[src/rtl/seven_seg_pkg.sv]
// Shared constants for the seven-segment scanner: digit count, the
// active-low hex decode table and the "everything off" drive levels.
package seven_seg_pkg;

  localparam int NUM_DIGITS = 8;

  localparam logic [6:0] SEG_OFF = 7'h7F;
  localparam logic [7:0] AN_OFF  = 8'hFF;

  // Active-low cathode patterns {CA,CB,CC,CD,CE,CF,CG}; element n is hex digit n
  localparam logic [15:0][6:0] SEG_TABLE = {
    7'b0111000,  // F
    7'b0110000,  // E
    7'b1000010,  // d
    7'b0110001,  // C
    7'b1100000,  // b
    7'b0001000,  // A
    7'b0000100,  // 9
    7'b0000000,  // 8
    7'b0001111,  // 7
    7'b0100000,  // 6
    7'b0100100,  // 5
    7'b1001100,  // 4
    7'b0000110,  // 3
    7'b0010010,  // 2
    7'b1001111,  // 1
    7'b0000001   // 0
  };

endpackage

[src/rtl/hex_to_7seg.sv]
// Combinational hex nibble to active-low seven-segment pattern decoder.
module hex_to_7seg
  import seven_seg_pkg::*;
(
  input  logic [3:0] hex,
  output logic [6:0] seg
);

  // Straight table lookup; the table already holds active-low patterns
  assign seg = SEG_TABLE[hex];

endmodule

[src/rtl/seven_seg_scanner.sv]
// Eight-digit multiplexed seven-segment scanner with frame-synchronous
// value updates and registered anode/cathode drives.
// Optional build macro: LEADING_ZERO_BLANK_EN blanks leading zero digits
// (digit 0 is always lit).
module seven_seg_scanner
  import seven_seg_pkg::*;
#(
  parameter int REFRESH_DIV = 100000
) (
  input  logic        clock,
  input  logic        reset,
  input  logic [31:0] value_in,
  input  logic        value_valid,
  output logic [6:0]  segments,
  output logic [7:0]  anodos
);

  localparam int CNT_W = (REFRESH_DIV > 1) ? $clog2(REFRESH_DIV) : 1;
  localparam logic [CNT_W-1:0] CNT_LAST = CNT_W'(REFRESH_DIV - 1);

  logic [CNT_W-1:0] prescaler;
  logic [2:0]       digit_idx;
  logic [31:0]      shadow;
  logic [31:0]      display;
  logic             slot_end;
  logic             frame_end;
  logic [3:0]       nibble;
  logic [6:0]       dec_seg;
  logic [7:0]       an_next;
  logic             blank;

  assign slot_end  = (prescaler == CNT_LAST);
  assign frame_end = slot_end && (digit_idx == 3'd7);

  // Prescaler sets the slot length; its terminal count steps the digit index
  always_ff @(posedge clock) begin
    if (reset) begin
      prescaler <= '0;
      digit_idx <= 3'd0;
    end else if (slot_end) begin
      prescaler <= '0;
      digit_idx <= digit_idx + 3'd1;
    end else begin
      prescaler <= prescaler + CNT_W'(1);
    end
  end

  // Shadow register keeps the most recent strobed value
  always_ff @(posedge clock) begin
    if (reset) begin
      shadow <= 32'd0;
    end else if (value_valid) begin
      shadow <= value_in;
    end
  end

  // Display register changes only at the 7->0 wrap, so a frame is never mixed;
  // a strobe on the wrap cycle lands in shadow too late and waits a frame
  always_ff @(posedge clock) begin
    if (reset) begin
      display <= 32'd0;
    end else if (frame_end) begin
      display <= shadow;
    end
  end

  assign nibble  = display[{digit_idx, 2'b00} +: 4];
  assign an_next = ~(8'b0000_0001 << digit_idx);

  hex_to_7seg u_decoder (
    .hex (nibble),
    .seg (dec_seg)
  );

`ifdef LEADING_ZERO_BLANK_EN
  // A digit above 0 is blank when it and every higher nibble are zero
  always_comb begin
    blank = 1'b0;
    if (digit_idx != 3'd0) begin
      blank = ((display >> {digit_idx, 2'b00}) == 32'd0);
    end
  end
`else
  assign blank = 1'b0;
`endif

  // Output drives are registered, trailing the digit index by one cycle
  always_ff @(posedge clock) begin
    if (reset) begin
      anodos   <= AN_OFF;
      segments <= SEG_OFF;
    end else if (blank) begin
      anodos   <= AN_OFF;
      segments <= SEG_OFF;
    end else begin
      anodos   <= an_next;
      segments <= dec_seg;
    end
  end

endmodule
[config.mk]
export PLATFORM = sky130hd
export DESIGN_NAME = seven_seg_scanner
export DESIGN_NICKNAME = d
export VERILOG_FILES = /design/src/rtl/seven_seg_pkg.sv /design/src/rtl/hex_to_7seg.sv /design/src/rtl/seven_seg_scanner.sv
export SDC_FILE = /design/constraint.sdc
export NUM_CORES = 1
export LEC_CHECK = 0
export BUFFER_PORTS_ARGS = -buffer_cell sky130_fd_sc_hd__buf_2
export CORE_MARGIN = 10
export CORE_UTILIZATION = 40
export DETAILED_ROUTE_END_ITERATION = 7
export PLACE_DENSITY_LB_ADDON = 0.25
export SYNTH_ARGS = -nofsm -noshare
export SYNTH_HDL_FRONTEND = slang
export SYNTH_SLANG_ARGS = --single-unit
[constraint.sdc]
create_clock -name clock -period 5.5 [get_ports clock]
set_input_delay 0 -clock clock [delete_from_list [all_inputs] [get_ports clock]]
set_output_delay 0 -clock clock [all_outputs]
set_load 0.03 [all_outputs]
==> flow_metrics.py <==
metrics = {
    "yosys": {
        "synth_seq_cells": 99,
        "yosysTopAreaCellShare_pct": 48.12,
        "synth_fp_nets": 445,
        "synth_area_leaders": "dfxtp_1 (48%), mux2i_1 (17%), nor2_1 (8.6%)",
        "synth_edf_count": 0,
        "ys_async_sr_fraction_pct": 0,
        "yosysSeqAreaShare_pct": 48.12,
        "synth_area_mm2": 0.004119,
        "yosysUniqueCellTypes": 45,
        "syn_avg_cell_area_um2": 10.38,
        "syn_inst": 397,
        "synth_top_area_cell": "dfxtp_1",
        "yosys_warnings": 0,
        "synth_flop_cell": "dfxtp_1",
    },
    "floorplanning": {
        "start_util_pct": 41.57,
        "die_w_um": 121.5,
        "ioPinCount": 50,
        "rows": 36,
        "die-area_mm2": 0.01476,
        "die_h_um": 121.5,
        "core_mm2": 0.009910,
    },
    "power": {
        "powerDensity_mw_per_mm2": 258.6,
        "ir_drop_v": 0.0001704,
        "leakage_nw": 1.985,
    },
    "worst_setup_path": {
        "critPathBufInv": 1,
        "critPathKind": "reg -> reg",
        "critPathMaxStageDelay_ps": 800,
        "crit_arrival_ps": 3360,
        "crit_family": "multiplexers",
        "r2r_setup_slack_ps": 2410,
        "slowest_stage": "dfxtp_1",
        "cp.required_ps": 5770,
        "r2r_start": "digit_idx[0]$_SDFFE_PP0N_",
        "crit_fanout": 14,
        "r2r_cells": 7,
        "cp-start-kind": "flip-flop",
        "setup.worst_path.end_class": "flip-flop",
        "rr_endpoint": "segments[3]$_SDFF_PP1_",
        "crit_chain": "mux4_2 > mux2i_1 > inv_1 > ha_1 > nand3_1 > or4b_1 > o31a_1",
    },
    "min_path": {
        "whs_path_depth": 3,
        "min_from": "reset",
        "hp-class": "in -> reg",
        "hold_end": "digit_idx[0]$_SDFFE_PP0N_",
    },
    "global_routing": {
        "grt_util_met3_pct": 3.630,
        "grt_pass1_wl_um": 14110,
        "met1_usage_pct": 14.75,
        "grt_max_degree": 83,
        "antenna_found_initial": 0,
        "busiest_layer": "met2",
        "grt_usage_pct": 11.67,
        "grt_use_met2_pct": 18.20,
        "overflow": 0,
        "grt_pass1_vias": 2977,
    },
    "drt": {
        "drc": 0,
        "wirelength_um": 8089,
        "wire_per_inst_um": 13.30,
        "vias": 2943,
        "drt_pass1_iterations": 4,
        "routed_via_density": 4.840,
        "ant_nets": 0,
        "drtIter0Drc": 207,
    },
    "clock_tree": {
        "cts_hold_buf": 32,
        "clock_sinks": 99,
        "cts_buffer_depth": 2,
        "clkLatencyLatePin_ps": 370,
        "post-cts-setup-buffer-count": 0,
        "numCtsBuffers": 9,
        "cts_tree": "yes",
        "cts_root_buffer": "clkbuf_8",
        "clk_pin_slew_ps": 100,
        "h-tree-depth": 3,
        "cts_resized": 0,
    },
    "timing": {
        "rsz0062_at_grt": "false",
        "fin_crit_sh_pct": 56.22,
        "setup-violations-final": 0,
        "fmax_mhz": 323.4,
        "tightest_slew_ps": 960.8,
        "hold_viol_final": 0,
        "fin_crit_ps": 3092,
        "slew_violations": 0,
        "clock_skew_ps": 20.15,
        "worst_slew_margin_rel_pct": 35.94,
        "fin_setup_tns_ps": 0,
    },
    "place": {
        "gp_congestion": 0.8196,
        "hpwl_um": 5662,
        "post_dp_cell_area_mm2": 0.004429,
        "port_buffers": 49,
    },
    "final_layout": {
        "area_delta_synth_final_pct": 20.02,
        "drive_gt1_share_pct": 18.11,
        "layout_common_cells": "dfxtp_1 (99), nor2_1 (94), mux2i_1 (70)",
        "fin_nets": 518,
        "mostFrequentLayoutCell": "dfxtp_1",
        "antenna_cells": 0,
        "final_cell_area_mm2": 0.004943,
    },
    "outcome": {
        "status": "complete, no violations",
    },
    "run": {
        "max_cap_violations": 0,
    },
}
==> report_power, final <==
group          switching, mW  total [mW]  internal, mW
registers             0.0107       0.746         0.735
clock network          0.264       0.450         0.186
logic                 0.0391      0.0829        0.0438
total                  0.314        1.28         0.965
==> registers in the layout, indices dropped and copies added, names as in the netlist <==
| signal | cells |
|---|---|
| anodos | 8 |
| shadow | 32 |
| display | 32 |
| digit_idx | 3 |
| prescaler | 17 |
| segments | 7 |
==> metal layers <==
| metal | vias to the layer above | wire length (µm) |
|---|---|---|
| li1 | 1500 | - |
| met1 | 1376 | 3978 |
| met2 | 54 | 3638 |
| met3 | 13 | 358 |
| met4 | 0 | 114 |
| met5 | - | 0 |
==> layout make-up <==
class / count / area [µm²]
Clock buffer: 10 / 137.6
Clock inverter: 6 / 56.30
Fill cell: 949 / 4966
Inverter: 11 / 41.29
Multi-Input combinational cell: 266 / 1979
Sequential cell: 99 / 1982
Tap cell: 133 / 166.4
Timing Repair Buffer: 83 / 580.6
==> worst reg2reg max path, delay by kind of cell (launching register included) <==
kind	cells	cell delay, ps
flip-flops	1	800
AND/OR/NAND/NOR	2	560
buffers and inverters	1	150
multiplexers	2	1110
AO/OA/AOI/OAI	1	120
adder cells (fa/ha/maj)	1	260
==> kinds of logic (layout without fill, tap and decap cells) <==
kind of cell | count (synthesis) | in the layout | share of synthesized area [%]
AO/OA/AOI/OAI | 18 | 18 | 3.311
XOR/XNOR | 17 | 17 | 3.615
adder cells (fa/ha/maj) | 13 | 13 | 3.949
buffers and inverters | 32 | 110 | 3.827
flip-flops | 99 | 99 | 48.12
multiplexers | 79 | 79 | 21.39
AND/OR/NAND/NOR | 139 | 139 | 15.80
==> metrics by stage <==
step / hold slack [ps] / util, % / cells / power, mW / worst slack (ps)
3_5_place_dp: 243.5 / 44.70 / 560 / 0.8291 / 2380
6_report: 293.1 / 49.89 / 608 / 1.279 / 2408
2_1_floorplan: 147.2 / - / 397 / 0.8049 / 2920
5_1_grt: 341.1 / 49.89 / 608 / 1.339 / 2166
3_3_place_gp: 233.8 / 44.70 / 560 / 0.8273 / 2508
4_1_cts: 283.9 / 49.89 / 608 / 1.297 / 2368
==> Yosys cell counts, types with 3 or more instances <==
library cell  number
dfxtp_1           99
nor2_1            94
mux2i_1           70
ha_1              13
nand2_1           12
xnor2_1           10
clkbuf_1           8
inv_1              8
xor2_1             7
mux4_2             6
nand3_1            6
buf_1              5
nand4_1            5
buf_6              4
o21ai_1            4
a21oi_1            3
a221o_1            3
buf_2              3
inv_2              3
==> worst max-delay path by stage <==
stage | start | end | cells after the start
detailed placement | digit_idx[0]$_SDFFE_PP0N_ | segments[3]$_SDFF_PP1_ | 7
global placement | digit_idx[0]$_SDFFE_PP0N_ | segments[3]$_SDFF_PP1_ | 7
global route | digit_idx[0]$_SDFFE_PP0N_ | segments[3]$_SDFF_PP1_ | 7
floorplan | digit_idx[0]$_SDFFE_PP0N_ | segments[3]$_SDFF_PP1_ | 8
CTS | digit_idx[0]$_SDFFE_PP0N_ | segments[3]$_SDFF_PP1_ | 7
finish | digit_idx[0]$_SDFFE_PP0N_ | segments[3]$_SDFF_PP1_ | 7
Power figures use the tool's default switching activity.
